**config.mk**
```make
export PLATFORM = sky130hd
export DESIGN_NAME = vga_avn_sram
export DESIGN_NICKNAME = d
export VERILOG_FILES = /design/src/rtl/vga_avn_sram.sv
export SDC_FILE = /design/constraint.sdc
export NUM_CORES = 1
export LEC_CHECK = 0
export ABC_AREA = 0
export CORE_MARGIN = 5
export CORE_UTILIZATION = 38
export CTS_BUF_LIST = sky130_fd_sc_hd__clkbuf_4
export DETAILED_ROUTE_END_ITERATION = 7
export PLACE_DENSITY = 0.77
export SLEW_MARGIN = 10
export SYNTH_ARGS = -nofsm -noshare
export SYNTH_HDL_FRONTEND = slang
export SYNTH_SLANG_ARGS = --single-unit
export TNS_END_PERCENT = 30
```
**constraint.sdc**
```tcl
create_clock -name i_clk -period 3.9 [get_ports i_clk]
set_input_delay 0.78 -clock i_clk [delete_from_list [all_inputs] [get_ports i_clk]]
set_output_delay 0.78 -clock i_clk [all_outputs]
set_load 0.02 [all_outputs]
```
**src/rtl/vga_avn_sram.sv**
```systemverilog
// ---------------------------------------------------------------------------
// vga_avn_sram
//
// Avalon-MM pipelined slave that turns each accepted read or write into one
// timed access on an asynchronous 16-bit SRAM (IS61LV25616 class). Only one
// access is in flight at a time. Every SRAM-side output comes straight from a
// flop, so the chip sees glitch-free controls.
//
// Access timing (E = clock edge that accepts the request):
//   read : CE_n/OE_n low for READ_WAIT+1 cycles, data captured on the last
//          edge, readdatavalid high for one cycle starting at E+READ_WAIT+2.
//   write: CE_n/WE_n low with the data bus driven for WRITE_WAIT+1 cycles,
//          then one WHOLD cycle (WE_n high, CE_n low, bus still driven) for
//          address/data hold time and bus turnaround.
//
// Ports
//   i_clk                  system clock
//   i_rst                  asynchronous reset, active-high
//   i_avn_read/write       Avalon read / write request (write wins if both)
//   i_avn_address          word address
//   i_avn_writedata        write data
//   i_avn_byteenable       byte enables, bit0 = [7:0]
//   o_avn_readdata         read data, valid with o_avn_readdatavalid
//   o_avn_readdatavalid    one-cycle read-return pulse
//   o_avn_waitrequest      request not accepted this cycle
//   o_sram_addr            SRAM address
//   i_sram_dq              SRAM data from the top-level tristate
//   o_sram_dq              SRAM data towards the pad
//   o_sram_dq_oe           1 = drive o_sram_dq onto the pad
//   o_sram_ce_n/oe_n/we_n  chip, output and write enables, active-low
//   o_sram_ub_n/lb_n       upper / lower byte enables, active-low
// ---------------------------------------------------------------------------
module vga_avn_sram #(
    parameter int unsigned AVN_AW     = 18,
    parameter int unsigned AVN_DW     = 16,  // two byte lanes: ub/lb map to be[1]/be[0]
    parameter int unsigned READ_WAIT  = 1,   // 0..15
    parameter int unsigned WRITE_WAIT = 1    // 0..15
) (
    input  logic                  i_clk,
    input  logic                  i_rst,
    input  logic                  i_avn_read,
    input  logic                  i_avn_write,
    input  logic [AVN_AW-1:0]     i_avn_address,
    input  logic [AVN_DW-1:0]     i_avn_writedata,
    input  logic [AVN_DW/8-1:0]   i_avn_byteenable,
    output logic [AVN_DW-1:0]     o_avn_readdata,
    output logic                  o_avn_readdatavalid,
    output logic                  o_avn_waitrequest,
    output logic [AVN_AW-1:0]     o_sram_addr,
    input  logic [AVN_DW-1:0]     i_sram_dq,
    output logic [AVN_DW-1:0]     o_sram_dq,
    output logic                  o_sram_dq_oe,
    output logic                  o_sram_ce_n,
    output logic                  o_sram_oe_n,
    output logic                  o_sram_we_n,
    output logic                  o_sram_ub_n,
    output logic                  o_sram_lb_n
);

    localparam logic [3:0] READ_WAIT_C  = 4'(READ_WAIT);
    localparam logic [3:0] WRITE_WAIT_C = 4'(WRITE_WAIT);

    typedef enum logic [1:0] {
        S_IDLE,
        S_READ,
        S_WRITE,
        S_WHOLD
    } state_t;

    state_t              r_state;
    logic [3:0]          r_cnt;
    logic [AVN_AW-1:0]   r_addr;
    logic [AVN_DW-1:0]   r_dq;
    logic                r_dq_oe;
    logic                r_ce_n;
    logic                r_oe_n;
    logic                r_we_n;
    logic                r_ub_n;
    logic                r_lb_n;
    logic [AVN_DW-1:0]   r_readdata;
    logic                r_readdatavalid;

    // Requests are only taken in IDLE; reset also holds the master off.
    // NOTE: plain continuous assigns cover every case, so no latch can be
    // inferred here; anything written in always_comb would need a default.
    assign o_avn_waitrequest = i_rst | (r_state != S_IDLE);

    // Single FSM with registered outputs. The SRAM controls are set on the
    // edge that enters a state, so each is a clean flop output.
    // NOTE: sequential state uses non-blocking assignments so every flop
    // samples pre-edge values, independent of statement order.
    always_ff @(posedge i_clk or posedge i_rst) begin
        if (i_rst) begin
            // NOTE: every register here is reset explicitly; there is no
            // storage array in this block, so nothing is left unreset.
            r_state         <= S_IDLE;
            r_cnt           <= 4'd0;
            r_addr          <= '0;
            r_dq            <= '0;
            r_dq_oe         <= 1'b0;
            r_ce_n          <= 1'b1;
            r_oe_n          <= 1'b1;
            r_we_n          <= 1'b1;
            r_ub_n          <= 1'b1;
            r_lb_n          <= 1'b1;
            r_readdata      <= '0;
            r_readdatavalid <= 1'b0;
        end else begin
            // Read-return is a single-cycle pulse unless raised below.
            r_readdatavalid <= 1'b0;

            case (r_state)
                S_IDLE: begin
                    if (i_avn_write) begin
                        // Write takes priority over a simultaneous read.
                        r_addr  <= i_avn_address;
                        r_dq    <= i_avn_writedata;
                        r_ub_n  <= ~i_avn_byteenable[1];
                        r_lb_n  <= ~i_avn_byteenable[0];
                        r_ce_n  <= 1'b0;
                        r_we_n  <= 1'b0;
                        r_dq_oe <= 1'b1;
                        r_cnt   <= WRITE_WAIT_C;
                        r_state <= S_WRITE;
                    end else if (i_avn_read) begin
                        r_addr  <= i_avn_address;
                        r_ub_n  <= ~i_avn_byteenable[1];
                        r_lb_n  <= ~i_avn_byteenable[0];
                        r_ce_n  <= 1'b0;
                        r_oe_n  <= 1'b0;
                        r_cnt   <= READ_WAIT_C;
                        r_state <= S_READ;
                    end
                end

                S_READ: begin
                    if (r_cnt != 4'd0) begin
                        r_cnt <= r_cnt - 4'd1;
                    end else begin
                        // Data has been stable for the full OE_n window;
                        // capture it on the same edge that releases the chip.
                        r_readdata      <= i_sram_dq;
                        r_readdatavalid <= 1'b1;
                        r_ce_n          <= 1'b1;
                        r_oe_n          <= 1'b1;
                        r_ub_n          <= 1'b1;
                        r_lb_n          <= 1'b1;
                        r_state         <= S_IDLE;
                    end
                end

                S_WRITE: begin
                    if (r_cnt != 4'd0) begin
                        r_cnt <= r_cnt - 4'd1;
                    end else begin
                        // WE_n rises first while CE_n, address and data stay
                        // put, giving the SRAM its data-hold window.
                        r_we_n  <= 1'b1;
                        r_state <= S_WHOLD;
                    end
                end

                S_WHOLD: begin
                    // Bus released only now, one cycle after WE_n, so a
                    // following read cannot turn OE_n on while we drive.
                    r_ce_n  <= 1'b1;
                    r_dq_oe <= 1'b0;
                    r_ub_n  <= 1'b1;
                    r_lb_n  <= 1'b1;
                    r_state <= S_IDLE;
                end

                default: begin
                    r_state <= S_IDLE;
                end
            endcase
        end
    end

    assign o_sram_addr         = r_addr;
    assign o_sram_dq           = r_dq;
    assign o_sram_dq_oe        = r_dq_oe;
    assign o_sram_ce_n         = r_ce_n;
    assign o_sram_oe_n         = r_oe_n;
    assign o_sram_we_n         = r_we_n;
    assign o_sram_ub_n         = r_ub_n;
    assign o_sram_lb_n         = r_lb_n;
    assign o_avn_readdata      = r_readdata;
    assign o_avn_readdatavalid = r_readdatavalid;

    // The SRAM must never drive the bus while we do.
    a_no_bus_contention: assert property (@(posedge i_clk) disable iff (i_rst)
        !(!r_oe_n && r_dq_oe));

endmodule

```
==> impl.org, run 1 <==
** Synth
- In the synthesized netlist the dominant register cell turns out to be sky130_fd_sc_hd__dfrtp_1.
- The synthesized netlist contains 33 unique library cells.
- Sequential share of the synthesized area :: about three fifths
- A synthesized cell averages 13.8 sq um.
- Counting every instance in the synthesized netlist gives 191.
- Flop and latch count out of synthesis :: 63
- Share of async-settable or async-resettable flops after synthesis :: 100%
- Synthesis produced a netlist with a net count of 253.
- After synthesis the cells add up to 2630 sq um.
- Number of flops mapped to enable cells by yosys :: 0
- Number of warnings reported in the yosys synthesis log :: 0

** STA
- Based on the critical path, the design can be clocked at up to 359 MHz.
- Final Slew Violations :: 0
- Setup TNS Final :: 0 ps
- The count of final hold-check violations is 0.
- For the pin with the worst max-slew slack, the measured transition is 804 ps.
- Setup repair after global routing missed its margin :: false
- In this run the tightest slew margin relative to its limit is 46.4%.
- On the final layout, the worst clock skew is 13.7 ps.
- The worst path in the final design needs a cycle of approximately 2800 ps, including I/O delays and setup.
- Setup violations remaining at the end of the flow were counted as 0.
- Final Cycle Share :: 71.4%

** Detailed routing
- Via-per-instance ratio :: 4.86
- For this run, design rule violations remaining after detail routing come to 0.
- Detailed-routing iteration count for the pre-antenna-repair pass :: 4
- Routed Antenna Nets :: 0
- Final routed wire length divided by cell count :: 15.1 microns
- The final route contains 1,911 vias.
- Routed wire length :: just under 6000 microns
- Drt initial violations :: 46

** Floorplanning
- Starting density of the core :: 38.9%
- Number of core rows :: 30
- During I/O placement, the number of pins put on the boundary was between 100 and 150.
- Total die area :: roughly 8700 sq um
- Die Y-Extent :: 93.2 microns
- The core region is 6760 sq um.
- The die is just over 90 microns wide.

** Clock network
- Clock-pin slew on the worst setup and hold paths :: 100 ps
- Number of levels in the clock H-tree :: 3
- Gates resized during post-CTS repair numbered 0.
- TritonCTS built the clock tree.
- Clk sink count :: between 60 and 70
- The cell sitting at the root of the clock tree is a sky130_fd_sc_hd__clkbuf_4.
- Number of buffers between clock root and the deepest sink :: 2
- TritonCTS created 9 clock buffers.
- Hold buffers post-CTS :: 0
- Clock latency of the later-clocked register in the worst-skew pair :: 380 ps
- Buffers inserted by post-CTS timing repair :: 0

** Worst setup path
- STA classifies the critical path endpoint as a primary output.
- The worst setup path is launched from a register.
- Worst setup path category :: register to primary output
- At the worst endpoint, the arrival time is 2000 ps.
- The worst register-to-register path has a depth of 5.
- End of the worst register-to-register path :: o_avn_readdata[8]$_DFFE_PP0P_
- Of all nets on the critical path, the largest fanout is 13.
- The worst register-to-register path begins at r_cnt[0]$_DFFE_PP0P_.
- Worst EP required :: 3120 ps
- Register-to-register path setup slack :: around 1700 ps

** Place
- Input and output buffers added on the ports amount to 113.
- Detailed-placement wirelength estimate :: 4340 microns
- GPL Wtd Cong :: 0.793

** Power
- Dividing total power by cell area gives a power density of 860 nW/um^2.
- Power comes to 3.41 mW.
- Leakage power :: 1.68 nW
- The worst-case IR drop observed on VDD is 338 uV.

** Min path
- Hold path startpoint :: o_avn_readdata[13]$_DFFE_PP0P_
- Hold endpoint :: o_avn_readdata[13]$_DFFE_PP0P_
- Along the worst hold path, the cell count comes to 1.
- The worst hold path belongs to the class register to register.

** Finish
- In the final layout, flip-flops and latches occupy 1580 sq um.
- Combined area of the multi-input logic cells :: around 970 sq um
- Nets :: 371
- Relative to the synthesized area, the layout overhead comes to 50.9%.
- Fraction of final layout cells sized beyond drive strength 1 :: between 10 and 15%
- 0 antenna diodes ended up in the layout.
- Number of inserted filler cells in the final layout :: ~560

** Global route
- Global routing used 14.1% of the available tracks across all layers.
- Pin count of the biggest net entering global routing :: 64
- Wire length of the first global-routing pass :: 9690 microns
- GRT Residual Overflow :: 0
- The number of global-route vias before repair came to 2,031.
- The number of antenna violations at the first check in global routing is 0.

** Job
- Max-cap violations in this run came to 0.

** Run status
- The flow ran to the end, and the final reports show no timing, DRC or antenna violations.
-- synthesized netlist by cell type (2+ instances only) --
cell type	number	share of area, %
sky130_fd_sc_hd__inv_1	8	1.1
sky130_fd_sc_hd__dfrtp_1	58	55
sky130_fd_sc_hd__ha_1	6	2.9
sky130_fd_sc_hd__dfstp_2	5	5.0
sky130_fd_sc_hd__mux2_2	23	9.8
sky130_fd_sc_hd__nand3_1	4	0.76
sky130_fd_sc_hd__a22oi_1	3	0.86
sky130_fd_sc_hd__nor3b_1	2	0.57
sky130_fd_sc_hd__buf_4	3	0.86
sky130_fd_sc_hd__nor2_1	8	1.1
sky130_fd_sc_hd__mux2_1	27	12
sky130_fd_sc_hd__o21ai_1	5	0.95
sky130_fd_sc_hd__nand2_1	7	1.0
sky130_fd_sc_hd__o21ai_0	4	0.76
sky130_fd_sc_hd__nor2b_1	2	0.48
sky130_fd_sc_hd__or3b_1	2	0.67
sky130_fd_sc_hd__buf_2	3	0.57
sky130_fd_sc_hd__a21oi_1	6	1.1
-- cell families after synthesis --
| kind of cell | Yosys count | synth area share, % |
|---|---|---|
| flops | 63 | 60.2 |
| mux | 51 | 21.8 |
| simple gates | 32 | 6.28 |
| compound gates | 24 | 5.90 |
| buf+inv | 15 | 3.00 |
| fa+ha+maj | 6 | 2.85 |
-- state kept, by name (all words and copies together), names as in the netlist, 2 cells and up --
register and cells:
o_sram_addr 18, o_avn_readdata 16, r_cnt 4, r_state 2, o_sram_dq 16
-- metrics by stage --
stage	std cells	hold WS (ps)	setup WS [ps]	util, %	cell area, sq um
2_1_floorplan	191	489	592	-	2630
3_3_place_gp	378	469	1160	56.5	3820
3_5_place_dp	378	474	1160	56.5	3820
4_1_cts	393	497	1080	58.7	3970
5_1_grt	393	504	952	58.7	3970
6_report	393	491	1120	58.7	3970
-- placed cells by master (no fill, tap or decap), drive strengths merged, types with 3 or more instances in the layout --
cell type      instances
dfrtp                 58
clkinv                 3
clkdlybuf4s50        113
ha                     6
mux2                  50
inv                    8
a22oi                  3
clkbuf                10
nor2                   8
o21ai                  9
dfstp                  5
nand2                  8
a21oi                  6
nand3                  4
-- worst max-delay path by stage --
stage                           start                end  depth (start not counted)
6_report       r_state[1]$_DFFE_PP0P_  o_avn_waitrequest                          4
3_5_place_dp                    i_rst  o_avn_waitrequest                          4
4_1_cts        r_state[1]$_DFFE_PP0P_  o_avn_waitrequest                          4
5_1_grt        r_state[1]$_DFFE_PP0P_  o_avn_waitrequest                          4
2_1_floorplan                   i_rst  o_avn_waitrequest                          2
3_3_place_gp                    i_rst  o_avn_waitrequest                          4
-- layer usage --
layer / share of wire, % / vias to the layer above / GRT usage (%)
met4: 1.3 / 0 / 5.49
li1: - / 908 / -
met3: 9.0 / 9 / 5.47
met1: 44 / 917 / 17.4
met2: 46 / 77 / 22.2
met5: 0 / - / 0
-- layout make-up --
class	count	area share, %
Tap cell	80	2.52
Timing Repair Buffer	114	28.7
Multi-Input combinational cell	113	24.4
Clock buffer	10	1.89
Sequential cell	63	39.9
Inverter	8	0.757
Clock inverter	5	1.86
-- report_power, final --
part / switching (mW) / internal, mW
combinational: 0.874 / 0.907
clock: 0.220 / 0.260
sequential: 0.163 / 0.989
-- worst max-delay path, cell delays in order (launching register included) --
cell and delay, ps:
sky130_fd_sc_hd__dfrtp_1 440, sky130_fd_sc_hd__inv_1 120, sky130_fd_sc_hd__ha_1 420, sky130_fd_sc_hd__nand2_1 90, sky130_fd_sc_hd__clkdlybuf4s50_1 550
Note: power is estimated with default switching activity, not from simulation.
==> inputs of run 2 (changes only) <==
==> constraint.sdc (replaced) <==
create_clock -name i_clk -period 2.65 [get_ports i_clk]
set_input_delay 0.53 -clock i_clk [delete_from_list [all_inputs] [get_ports i_clk]]
set_output_delay 0.53 -clock i_clk [all_outputs]
set_load 0.02 [all_outputs]
==> run 2 against run 1 <==
  * First-iteration DRC count is 11% lower
  * Global-route usage is 0.42 points higher
  * Die area stayed put
  * Sequential share of layout area is 0.20 points higher
  * Critical path depth stayed put
  * Worst setup slack worse by 850 ps
==> impl.org, run 2 (synthesis gave the netlist of run 1 again) <==
** Worst setup path
- STA puts the critical path data required time at roughly 2100 ps.
- Crit. End Element :: primary output
- The worst register-to-register path begins at r_cnt[0]$_DFFE_PP0P_.
- Depth of the worst register-to-register path :: 6
- The worst setup path is launched from a primary input.
- At the worst endpoint, the arrival time is between 1500 and 2000 ps.
- For flop-to-flop paths, the worst setup slack is 770 ps.
- End of the worst register-to-register path :: o_sram_lb_n$_DFFE_PP1P_
- Worst-path fanout max :: 2
- The critical path is of the primary input to primary output type.

** Floorplanning
- Measured along the y axis, the die boundary spans a little over 90 microns.
- The die covers 8690 sq um.
- For this design the top-level I/O count stands at 114.
- Starting density of the core :: 38.9%
- From left edge to right edge, the die measures 93.2 microns.
- Core outline area :: 6760 sq um
- Number of core rows :: 30

** Global route
- Across every metal layer, demand over resource in global routing totals 14.5%.
- The first global-routing pass estimated around 9800 microns of wire.
- GRT Residual Overflow :: 0
- Entering global routing, the biggest net connects 64 pins.
- Number of global-route vias before repair :: 1,991
- Number of antenna violations at the first check in global routing :: 0

** STA
- Setup repair after global routing left no endpoint under its margin.
- Across the routed clock network, the largest skew measured is between 10 and 15 ps.
- The final critical path takes up 89.8% of the cycle.
- The final number of max-transition violations was 0.
- Final worst path period need :: 2380 ps
- Max_slew headroom :: 46.9%
- At the pin with the least slew margin, the transition time is roughly 800 ps.
- Static timing analysis puts the maximum clock frequency at 420 MHz.
- Setup TNS Final :: 0 ps
- Finish-stage setup viols :: 0
- Final Hold Fails :: 0

** Run status
- Status :: finished clean

** Job
- Max-cap violation count :: 0

** Finish
- Non-Filler Instances :: 397
- Synthesis-to-layout area growth :: 50.1%
- The register with the most flip-flops in the layout has 18 of them.
- Leaving out fill and tap cells, the most frequent cells in the layout are 113 x sky130_fd_sc_hd__clkdlybuf4s50_1, 58 x sky130_fd_sc_hd__dfrtp_1, 27 x sky130_fd_sc_hd__mux2_1.
- Most common library cell in the layout ignoring fill and taps :: sky130_fd_sc_hd__clkdlybuf4s50_1
- At the end of the flow, the number of nets in the layout was 374.
- Fraction of final layout cells sized beyond drive strength 1 :: about 15%
- The repair_antennas step left the layout with diodes totalling 0.

** Detailed routing
- Vias after detailed routing :: roughly 2,000
- Final routed wire length divided by cell count :: 15.2 microns
- The first TritonRoute pass finished after 4 iterations.
- The detailed router finished its first iteration with 41 violations.
- Routed Antenna Nets :: 0
- In the routed layout, each cell is associated on average with a via count of about 5.
- Routed wire length :: 6030 microns
- For this run, design rule violations remaining after detail routing come to 0.

** Place
- Once detailed placement completed, the half-perimeter wirelength came to 4340 microns.
- Counting tap cells, the placed design contains a total of 381 instances.
- Buffers placed on the I/O ports in this run total approximately 110.
- GPL Wtd Cong :: 0.820

** Clock network
- CTS built an H-tree with a depth of 3.
- In this run, post-CTS hold repair placed 0 buffers.
- CTS saw 63 sinks.
- TritonCTS built the clock tree.
- At the later pin of the worst-skew pair, clock insertion delay measures 390 ps.
- Root buffer cell :: sky130_fd_sc_hd__clkbuf_4
- After clock tree synthesis, the clock-pin slew on the worst setup and hold paths is 90 ps.
- Buffers inserted by post-CTS timing repair :: 0
- Post-CTS repair changed the size of 0 cells.
- Number of buffers between clock root and the deepest sink :: 2
- Total clock buffers created by CTS :: 9

** Min path
- The path with the worst hold slack has its endpoint at o_avn_readdata[6]$_DFFE_PP0P_.
- Worst hold path stage count :: 1
- Hold path startpoint :: o_avn_readdata[6]$_DFFE_PP0P_
- Tightest Hold Check Type :: register to register

** Power
- Maximum ir drop on the vdd rail :: 523 uV
- The internal portion of the total power is 3.00 mW.
- Of the total power, registers draw 34.7%.
- Summed over all nets, the switching power comes to 1.87 mW.
- Leakage power :: 1.67 nW
- Power per cell area :: about 1200 nW/um^2
- Combinational cells account for 54.4% of the total power.
- Clock network fraction of total power :: 10.9%
- Of the total power, the share spent switching nets is 38.4%.
## run 2: cell count changes in the layout (fill, tap and decap cells not counted)
cell	change
sky130_fd_sc_hd__buf_4	+3
sky130_fd_sc_hd__clkinv_1	+3
sky130_fd_sc_hd__bufinv_16	-2
sky130_fd_sc_hd__clkinvlp_4	+2
sky130_fd_sc_hd__clkinv_2	-1
sky130_fd_sc_hd__inv_2	-1
## run 2: worst max-delay path: stages
cell,delay [ps]
sky130_fd_sc_hd__clkdlybuf4s50_1,500
sky130_fd_sc_hd__clkinvlp_4,110
sky130_fd_sc_hd__nand2_1,90
sky130_fd_sc_hd__clkdlybuf4s50_1,620
## run 2: metal layers
metal / vias up / share of wire, % / track usage (%)
met3: 9 / 7.8 / 4.91
met5: - / 0 / 0
li1: 920 / - / -
met1: 939 / 44 / 18.6
met4: 0 / 1.7 / 6.59
met2: 83 / 47 / 22.2
## run 2: worst max-delay path by stage
stage	start	end	slack, ps	cells after the start
after floorplan	i_rst	o_avn_waitrequest	260	2
after global placement	i_rst	o_avn_waitrequest	240	4
after detailed placement	i_rst	o_avn_waitrequest	270	4
after CTS	i_rst	o_avn_waitrequest	260	4
after global routing	r_state[1]$_DFFE_PP0P_	o_avn_waitrequest	170	4
final	i_rst	o_avn_waitrequest	270	4
## run 2: area by class of cell
class                           count  area [sq um]
Fill cell                         562          2810
Sequential cell                    63          1580
Timing Repair Buffer              117          1160
Multi-Input combinational cell    113           968
Tap cell                           80           100
Clock buffer                       10          75.1
Inverter                            8          33.8
Clock inverter                      6          27.5
## run 2: stage by stage
| stage | utilization, % | setup slack (ps) | area [sq um] | hold slack [ps] | total power [mW] |
|---|---|---|---|---|---|
| floorplan | - | 259 | 2630 | 489 | 3.21 |
| global placement | 56.9 | 236 | 3850 | 466 | 4.32 |
| detailed placement | 56.9 | 272 | 3850 | 475 | 4.38 |
| CTS | 58.4 | 260 | 3950 | 498 | 4.93 |
| global route | 58.4 | 169 | 3950 | 517 | 5.19 |
| finish | 58.4 | 270 | 3950 | 490 | 4.86 |
## run 2: power groups by stage
stage,registers [mW],logic (mW),clock network (mW)
after CTS,1.69,2.68,0.553
after global routing,1.77,2.84,0.585
after floorplan,2.24,0.969,0
after global placement,1.69,2.63,0
after detailed placement,1.71,2.67,0
final,1.69,2.65,0.528
